## src/rtl/edp_fm_arb_pkg.sv

```systemverilog
// Shared types and sizes for the EDP fast-memory arbiter.
// Sources, diag states and FM geometry.
package edp_fm_arb_pkg;

  localparam int FM_WORDS = 128;
  localparam int FM_AW    = 7;
  localparam int LANES    = 6;

  typedef enum logic [1:0] {
    SRC_NONE  = 2'd0,
    SRC_CP    = 2'd1,
    SRC_DIAG  = 2'd2,
    SRC_SCRUB = 2'd3
  } fm_src_t;

  typedef enum logic [2:0] {
    D_IDLE,
    D_ISSUE,
    D_WAIT,
    D_ACK,
    D_DONE
  } diag_st_t;

endpackage

```

## src/rtl/edp_fm_par.sv

```systemverilog
// Per-lane odd parity: with par_in = 0 it generates parity,
// with par_in = stored parity a 1 marks a failing lane.
module edp_fm_par #(
  parameter int WORD_W = 36,
  parameter int LANE_W = 6
) (
  input  logic [WORD_W-1:0]        data,
  input  logic [WORD_W/LANE_W-1:0] par_in,
  output logic [WORD_W/LANE_W-1:0] lane_par
);

  always_comb begin
    lane_par = '0;
    for (int i = 0; i < WORD_W / LANE_W; i++) begin
      lane_par[i] = ~^{data[i*LANE_W +: LANE_W], par_in[i]};
    end
  end

endmodule

```

## src/rtl/edp_fm_arb.sv

```systemverilog
// EDP fast-memory port arbiter: CP > diag > scrub, with
// write parity generation and first-error capture on reads.
module edp_fm_arb
  import edp_fm_arb_pkg::*;
#(
  parameter int WORD_W    = 36,
  parameter int LANE_W    = 6,
  parameter int SCRUB_GAP = 16
) (
  input  logic              clk_h,
  input  logic              reset_h,
  input  logic [2:0]        cp_fm_block,
  input  logic [3:0]        cp_fm_adr,
  input  logic              cp_fm_write_h,
  input  logic              cp_fm_read_h,
  input  logic [WORD_W-1:0] cp_wdata,
  input  logic              diag_req_h,
  input  logic              diag_write_h,
  input  logic [6:0]        diag_addr,
  input  logic [WORD_W-1:0] diag_wdata,
  output logic              diag_ack_h,
  output logic [WORD_W-1:0] diag_rdata,
  input  logic              scrub_en_h,
  input  logic              err_clr_h,
  output logic [6:0]        fm_addr,
  output logic              fm_we_h,
  output logic [WORD_W-1:0] fm_wdata,
  output logic [5:0]        fm_wpar,
  input  logic [WORD_W-1:0] fm_rdata,
  input  logic [5:0]        fm_rpar,
  output logic [WORD_W-1:0] cp_rdata,
  output logic              err_valid_h,
  output logic [6:0]        err_addr,
  output logic [1:0]        err_src,
  output logic [5:0]        err_lanes
);

  localparam logic [7:0] GAP = 8'(SCRUB_GAP);

  fm_src_t           src;
  fm_src_t           chk_src;
  diag_st_t          st;
  diag_st_t          st_nx;
  logic [6:0]        addr_q;
  logic [6:0]        chk_addr;
  logic [6:0]        dg_addr;
  logic [6:0]        scr_ptr;
  logic              dg_write;
  logic [WORD_W-1:0] dg_wdata;
  logic [7:0]        gap;
  logic [5:0]        wpar_raw;
  logic [5:0]        rfail;
  logic              err_hit;

  always_comb begin
    src      = SRC_NONE;
    fm_we_h  = 1'b0;
    fm_addr  = addr_q;
    fm_wdata = '0;
    if (cp_fm_write_h) begin
      src      = SRC_CP;
      fm_we_h  = 1'b1;
      fm_addr  = {cp_fm_block, cp_fm_adr};
      fm_wdata = cp_wdata;
    end else if (cp_fm_read_h) begin
      src     = SRC_CP;
      fm_addr = {cp_fm_block, cp_fm_adr};
    end else if (st == D_ISSUE) begin
      src      = SRC_DIAG;
      fm_we_h  = dg_write;
      fm_addr  = dg_addr;
      fm_wdata = dg_write ? dg_wdata : '0;
    end else if (scrub_en_h && gap == GAP) begin
      src     = SRC_SCRUB;
      fm_addr = scr_ptr;
    end
  end

  edp_fm_par #(
    .WORD_W(WORD_W),
    .LANE_W(LANE_W)
  ) u_wpar (
    .data    (fm_wdata),
    .par_in  ('0),
    .lane_par(wpar_raw)
  );

  edp_fm_par #(
    .WORD_W(WORD_W),
    .LANE_W(LANE_W)
  ) u_rchk (
    .data    (fm_rdata),
    .par_in  (fm_rpar),
    .lane_par(rfail)
  );

  assign fm_wpar    = fm_we_h ? wpar_raw : '0;
  assign err_hit    = (chk_src != SRC_NONE) && (|rfail);
  assign diag_ack_h = (st == D_ACK);

  // DONE waits for req to drop so a held request runs once
  always_comb begin
    st_nx = st;
    case (st)
      D_IDLE:  if (diag_req_h) st_nx = D_ISSUE;
      D_ISSUE: if (src == SRC_DIAG) st_nx = dg_write ? D_ACK : D_WAIT;
      D_WAIT:  st_nx = D_ACK;
      D_ACK:   st_nx = D_DONE;
      D_DONE:  if (!diag_req_h) st_nx = D_IDLE;
      default: st_nx = D_IDLE;
    endcase
  end

  always_ff @(posedge clk_h) begin
    if (reset_h) begin
      st         <= D_IDLE;
      addr_q     <= '0;
      chk_addr   <= '0;
      chk_src    <= SRC_NONE;
      dg_write   <= 1'b0;
      dg_addr    <= '0;
      dg_wdata   <= '0;
      diag_rdata <= '0;
      cp_rdata   <= '0;
    end else begin
      st       <= st_nx;
      addr_q   <= fm_addr;
      chk_addr <= fm_addr;
      chk_src  <= fm_we_h ? SRC_NONE : src;
      if (st == D_IDLE && diag_req_h) begin
        dg_write <= diag_write_h;
        dg_addr  <= diag_addr;
        dg_wdata <= diag_wdata;
      end
      if (st == D_WAIT) diag_rdata <= fm_rdata;
      if (chk_src == SRC_CP) cp_rdata <= fm_rdata;
    end
  end

  always_ff @(posedge clk_h) begin
    if (reset_h) begin
      scr_ptr <= '0;
      gap     <= '0;
    end else if (!scrub_en_h) begin
      gap <= '0;
    end else if (src == SRC_SCRUB) begin
      scr_ptr <= scr_ptr + 7'd1;
      gap     <= '0;
    end else if (src == SRC_NONE && gap != GAP) begin
      gap <= gap + 8'd1;
    end
  end

  // a clear in the same cycle as a new error still captures it
  always_ff @(posedge clk_h) begin
    if (reset_h) begin
      err_valid_h <= 1'b0;
      err_addr    <= '0;
      err_src     <= '0;
      err_lanes   <= '0;
    end else if (err_hit && (!err_valid_h || err_clr_h)) begin
      err_valid_h <= 1'b1;
      err_addr    <= chk_addr;
      err_src     <= chk_src;
      err_lanes   <= rfail;
    end else if (err_clr_h) begin
      err_valid_h <= 1'b0;
      err_addr    <= '0;
      err_src     <= '0;
      err_lanes   <= '0;
    end
  end

endmodule

```

## config.mk

```make
export PLATFORM = sky130hd
export DESIGN_NAME = edp_fm_arb
export DESIGN_NICKNAME = d
export VERILOG_FILES = /design/src/rtl/edp_fm_arb_pkg.sv /design/src/rtl/edp_fm_par.sv /design/src/rtl/edp_fm_arb.sv
export SDC_FILE = /design/constraint.sdc
export NUM_CORES = 1
export LEC_CHECK = 0
export BUFFER_PORTS_ARGS = -buffer_cell sky130_fd_sc_hd__clkbuf_2
export CELL_PAD_IN_SITES_DETAIL_PLACEMENT = 2
export CELL_PAD_IN_SITES_GLOBAL_PLACEMENT = 2
export CORE_MARGIN = 2
export CORE_UTILIZATION = 27
export CTS_CLUSTER_DIAMETER = 30
export CTS_CLUSTER_SIZE = 28
export DETAILED_ROUTE_END_ITERATION = 10
export GPL_TIMING_DRIVEN = 1
export HOLD_SLACK_MARGIN = 0.15
export PLACE_DENSITY_LB_ADDON = 0.12
export SLEW_MARGIN = 40
export SYNTH_ARGS = -nofsm -noshare
export SYNTH_HDL_FRONTEND = slang
export SYNTH_SLANG_ARGS = --single-unit
```

## constraint.sdc

```tcl
create_clock -name clk_h -period 2.2 [get_ports clk_h]
set_input_delay 0.11 -clock clk_h [delete_from_list [all_inputs] [get_ports clk_h]]
set_output_delay 0.11 -clock clk_h [all_outputs]
set_load 0.1 [all_outputs]
```

==> report_table.html <==
<table>
<tr><th>Metric</th><th>Value</th></tr>
<tr><th colspan="2">STA</th></tr>
<tr><td>Post-route worst setup slack</td><td>-225 ps</td></tr>
<tr><td>Setup violation total in the final timing report</td><td>22</td></tr>
<tr><td>Total Neg Setup Slack</td><td>-1540 ps</td></tr>
<tr><td>Post-route minimum period</td><td>2430 ps</td></tr>
<tr><td>Fraction of the cycle the final worst path needs</td><td>110%</td></tr>
<tr><td>Tightest Pin Transition</td><td>778 ps</td></tr>
<tr><td>Final Hold Vio Count</td><td>0</td></tr>
<tr><td>Clock Skews</td><td>11.6 ps</td></tr>
<tr><td>RSZ-0062 raised after global routing</td><td>yes</td></tr>
<tr><td>Maximum clock frequency</td><td>412 MHz</td></tr>
<tr><td>Worst hold-check slack</td><td>208 ps</td></tr>
<tr><td>Worst relative slew slack</td><td>48.1%</td></tr>
<tr><td>Final max-slew violation count</td><td>0</td></tr>
<tr><th colspan="2">GRT</th></tr>
<tr><td>Initial antenna violation count</td><td>3</td></tr>
<tr><td>Met3 usage</td><td>4.51%</td></tr>
<tr><td>Global route hottest layer</td><td>met2</td></tr>
<tr><td>Remaining global-route overflow</td><td>0</td></tr>
<tr><td>Via count of the first global-routing pass</td><td>8,647</td></tr>
<tr><td>Maximum number of pins on one net before global-route repair</td><td>69</td></tr>
<tr><td>Global-route wire length before repair</td><td>48,500 µm</td></tr>
<tr><td>Met2 global-route usage</td><td>38.5%</td></tr>
<tr><td>Met1 demand-to-capacity share in global routing</td><td>26.8%</td></tr>
<tr><td>GR Util All Layers</td><td>21.8%</td></tr>
<tr><th colspan="2">Pwr</th></tr>
<tr><td>Leakage component of the power</td><td>5.04 nW</td></tr>
<tr><td>Combinational power share</td><td>30.6%</td></tr>
<tr><td>Maximum vdd drop</td><td>0.342 mV</td></tr>
<tr><td>Design internal power</td><td>5.45 mW</td></tr>
<tr><td>Net switching power figure</td><td>3.17 mW</td></tr>
<tr><td>Sequential share of power</td><td>35.9%</td></tr>
<tr><td>Pwr Density</td><td>717 nW/µm²</td></tr>
<tr><td>Clk pwr share</td><td>33.5%</td></tr>
<tr><td>Switching part of the total power</td><td>36.8%</td></tr>
<tr><th colspan="2">Synthesis</th></tr>
<tr><td>Average instance area after synthesis</td><td>8.07 µm²</td></tr>
<tr><td>Cell types occupying the most area after synthesis</td><td>sky130_fd_sc_hd__dfxtp_1 44%, sky130_fd_sc_hd__nand2_1 14%, sky130_fd_sc_hd__a21oi_1 8.4%, sky130_fd_sc_hd__xnor2_1 3.7%, sky130_fd_sc_hd__xnor3_1 3.7%</td></tr>
<tr><td>Synthesized netlist net count</td><td>1,043</td></tr>
<tr><td>Yosys reg bits</td><td>159</td></tr>
<tr><td>Cell with the most instances after synthesis</td><td>sky130_fd_sc_hd__nand2_1</td></tr>
<tr><td>Area of the mapped netlist</td><td>7300 µm²</td></tr>
<tr><td>Number of standard cells after synthesis</td><td>904</td></tr>
<tr><td>Flip-flop cell with the highest count after synthesis</td><td>sky130_fd_sc_hd__dfxtp_1</td></tr>
<tr><td>Most area-hungry cell type in the Yosys netlist</td><td>sky130_fd_sc_hd__dfxtp_1</td></tr>
<tr><td>Commonest cells post-synth</td><td>263 x sky130_fd_sc_hd__nand2_1, 159 x sky130_fd_sc_hd__dfxtp_1, 122 x sky130_fd_sc_hd__a21oi_1, 46 x sky130_fd_sc_hd__clkbuf_1, 36 x sky130_fd_sc_hd__a31oi_1</td></tr>
<tr><td>Ys Warns</td><td>0</td></tr>
<tr><td>Register area share after synthesis</td><td>43.6%</td></tr>
<tr><td>Fraction of synthesized cell area taken by the top area cell type</td><td>43.6%</td></tr>
<tr><td>Count of flip-flops with a built-in enable after synthesis</td><td>0</td></tr>
<tr><td>Async set-or-reset flop fraction in the synthesized netlist</td><td>0%</td></tr>
<tr><td>Netlist cell types</td><td>49</td></tr>
<tr><th colspan="2">Critical path</th></tr>
<tr><td>Data required time at the worst endpoint</td><td>2090 ps</td></tr>
<tr><td>Critical path fanouts, max</td><td>6</td></tr>
<tr><td>Worst setup SP type</td><td>flop</td></tr>
<tr><td>Type of the worst setup path</td><td>reg2out</td></tr>
<tr><td>Worst setup EP type</td><td>output pin</td></tr>
<tr><td>R2R setup slack</td><td>140 ps</td></tr>
<tr><td>Arrival time worst endpoint</td><td>2320 ps</td></tr>
<tr><td>FF-to-FF path depth</td><td>8</td></tr>
<tr><td>RR Startpoint</td><td>st[0]$_SDFFE_PP0P_</td></tr>
<tr><td>Endpoint of the worst-slack reg-to-reg timing path</td><td>scr_ptr[4]$_SDFFE_PP0P_</td></tr>
<tr><th colspan="2">Routing</th></tr>
<tr><td>Routed wire per std cell</td><td>19.5 µm</td></tr>
<tr><td>Via Count</td><td>7,984</td></tr>
<tr><td>Detailed-route vias per instance</td><td>4.91</td></tr>
<tr><td>Total iterations of the first detailed-routing run</td><td>4</td></tr>
<tr><td>Detailed-route DRC error count</td><td>0</td></tr>
<tr><td>Remaining antenna violation count after routing</td><td>0</td></tr>
<tr><td>Total wire length after detailed routing</td><td>31,600 µm</td></tr>
<tr><td>1st-iter DRT viols</td><td>275</td></tr>
<tr><th colspan="2">Clocking</th></tr>
<tr><td>Latest clock arrival within the worst-skew pair</td><td>430 ps</td></tr>
<tr><td>Max clock buf depth</td><td>2</td></tr>
<tr><td>Clock slew at reported path FFs</td><td>70 ps</td></tr>
<tr><td>Number of CTS-inserted buffers</td><td>17</td></tr>
<tr><td>Number of sinks driven by the clock tree</td><td>159</td></tr>
<tr><td>CTS tree</td><td>done</td></tr>
<tr><td>Clock Tree Root</td><td>sky130_fd_sc_hd__clkbuf_16</td></tr>
<tr><td>CTS HTree Levels</td><td>4</td></tr>
<tr><th colspan="2">Placed design</th></tr>
<tr><td>Port Buffer Count</td><td>274</td></tr>
<tr><td>Setup WS pre-CTS</td><td>17.6 ps</td></tr>
<tr><td>DPL Wire Length</td><td>20,900 µm</td></tr>
<tr><td>GP Congestion</td><td>0.728</td></tr>
<tr><th colspan="2">Status</th></tr>
<tr><td>Violations in the final reports</td><td>negative setup slack</td></tr>
<tr><td>Outcome</td><td>complete, but fails checks</td></tr>
<tr><th colspan="2">Die</th></tr>
<tr><td>Row count</td><td>60</td></tr>
<tr><td>DIE HEIGHT</td><td>168 µm</td></tr>
<tr><td>Overall die width</td><td>168 µm</td></tr>
<tr><td>Starting utilization of the core area</td><td>27.3%</td></tr>
<tr><td>Core area</td><td>26,700 µm²</td></tr>
<tr><td>Top-Level Pins</td><td>275</td></tr>
<tr><td>Total die area</td><td>28,400 µm²</td></tr>
<tr><th colspan="2">Layout</th></tr>
<tr><td>Nets</td><td>1,409</td></tr>
<tr><td>FILL cells</td><td>2,949</td></tr>
<tr><td>Fraction of layout instances using a drive strength above 1</td><td>32.8%</td></tr>
<tr><td>P&amp;R area growth vs syn</td><td>64.8%</td></tr>
<tr><th colspan="2">Worst hold path</th></tr>
<tr><td>Tightest Hold Check Type</td><td>in2reg</td></tr>
<tr><td>Origin of the worst min-delay path</td><td>scrub_en_h</td></tr>
<tr><td>Hold-critical path depth</td><td>4</td></tr>
<tr><td>Worst Hold Path EP</td><td>gap[0]$_SDFFE_PP0P_</td></tr>
<tr><th colspan="2">Run</th></tr>
<tr><td>Max-cap violations</td><td>0</td></tr>
</table>
## power by group through the flow
stage | logic (mW) | clock network [mW] | registers (mW)
after detailed placement | 2.39 | 0 | 3.16
final | 2.64 | 2.89 | 3.10
after floorplan | 1.21 | 0 | 3.55
after CTS | 2.58 | 2.96 | 3.09
after global routing | 2.77 | 3.09 | 3.11
after global placement | 2.36 | 0 | 3.15
## layer usage
metal,part of all wire (%),vias to the layer above
li1,-,3841
met1,44,3895
met2,50,206
met3,4.5,40
met4,1.8,2
met5,0.035,-
## cells in the final DEF (no fill, tap or decap), types with 10 or more instances in the layout
cell / count
sky130_fd_sc_hd__a21oi_1: 122
sky130_fd_sc_hd__a22o_1: 15
sky130_fd_sc_hd__a31oi_1: 16
sky130_fd_sc_hd__a31oi_2: 10
sky130_fd_sc_hd__a31oi_4: 11
sky130_fd_sc_hd__a32oi_1: 10
sky130_fd_sc_hd__buf_12: 57
sky130_fd_sc_hd__buf_4: 36
sky130_fd_sc_hd__clkbuf_16: 18
sky130_fd_sc_hd__clkbuf_2: 223
sky130_fd_sc_hd__dfxtp_1: 156
sky130_fd_sc_hd__dlygate4sd3_1: 91
sky130_fd_sc_hd__inv_1: 28
sky130_fd_sc_hd__nand2_1: 263
sky130_fd_sc_hd__nor2_1: 30
sky130_fd_sc_hd__o21a_1: 12
sky130_fd_sc_hd__o22ai_1: 10
sky130_fd_sc_hd__xnor2_1: 26
sky130_fd_sc_hd__xnor3_1: 12
sky130_fd_sc_hd__xor2_1: 16
## worst max-delay path: stages, from the launching register on
cell	delay [ps]
sky130_fd_sc_hd__dfxtp_2	320
sky130_fd_sc_hd__and4bb_4	380
sky130_fd_sc_hd__buf_4	180
sky130_fd_sc_hd__a32oi_1	160
sky130_fd_sc_hd__xnor2_1	180
sky130_fd_sc_hd__buf_4	150
sky130_fd_sc_hd__buf_4	140
sky130_fd_sc_hd__mux2i_4	180
sky130_fd_sc_hd__buf_12	200
## stage by stage
stage          util, %  area, µm²  total power [mW]  instances
6_report          45.0      12000              8.62       1626
5_1_grt           45.0      12000              8.97       1626
4_1_cts           43.8      11700              8.64       1616
3_5_place_dp      37.5      10000              5.55       1483
3_3_place_gp      37.5      10000              5.51       1483
2_1_floorplan        -       7520              4.76        904
## worst max-delay path by stage
stage | depth (start not counted) | slack [ps] | end | startpoint
floorplan | 8 | -20 | fm_wpar[1] | st[1]$_SDFFE_PP0P_
global placement | 7 | 70 | fm_addr[6] | gap[1]$_SDFFE_PP0P_
detailed placement | 7 | 20 | fm_addr[2] | gap[1]$_SDFFE_PP0P_
CTS | 7 | -230 | fm_wpar[5] | st[1]$_SDFFE_PP0P_
global route | 8 | -300 | fm_wpar[0] | st[2]$_SDFFE_PP0P_
finish | 8 | -230 | fm_wpar[0] | st[2]$_SDFFE_PP0P_
## final cells by class
| type | count | area, µm² | share of cell area (%) |
|---|---|---|---|
| multi-input combinational | 653 | 4260 | 35.4 |
| timing repair buffer | 409 | 3480 | 28.9 |
| sequential | 159 | 3190 | 26.5 |
| clock buffer | 19 | 453 | 3.77 |
| tap | 341 | 427 | 3.55 |
| inverter | 30 | 113 | 0.936 |
| clock inverter | 13 | 105 | 0.874 |
| antenna | 2 | 5.00 | 0.0416 |
## sequential cells by signal, summed over array words and instances, names as in the netlist
| signal | flops |
|---|---|
| chk_addr | 7 |
| chk_src | 2 |
| cp_rdata | 36 |
| dg_addr | 7 |
| dg_wdata | 36 |
| dg_write | 1 |
| diag_rdata | 36 |
| err_addr | 7 |
| err_lanes | 6 |
| err_src | 2 |
| err_valid_h | 1 |
| gap | 8 |
| scr_ptr | 7 |
| st | 3 |
## repair_timing
| item | CTS | global route |
|---|---|---|
| resized for setup | 24 | 38 |
| cloned | 1 | 1 |
| setup endpoints to repair | 13 | 53 |
| pin swaps | 21 | 15 |
| hold buffers | 91 | 0 |
| hold endpoints to repair | 132 | 0 |
| buffers inserted | 9 | 7 |
## logic make-up (layout without fill, tap and decap cells)
family / Yosys count / after routing / share of synthesized area, %
flops: 159 / 159 / 43.6
compound gates: 250 / 250 / 21.6
fa+ha+maj: 3 / 3 / 0.514
simple gates: 335 / 335 / 18.8
mux: 6 / 6 / 0.823
xor+xnor: 59 / 59 / 9.34
other cells: 0 / 2 / 0
buf+inv: 92 / 471 / 5.26
No activity file was read; power rests on OpenSTA's default activity.
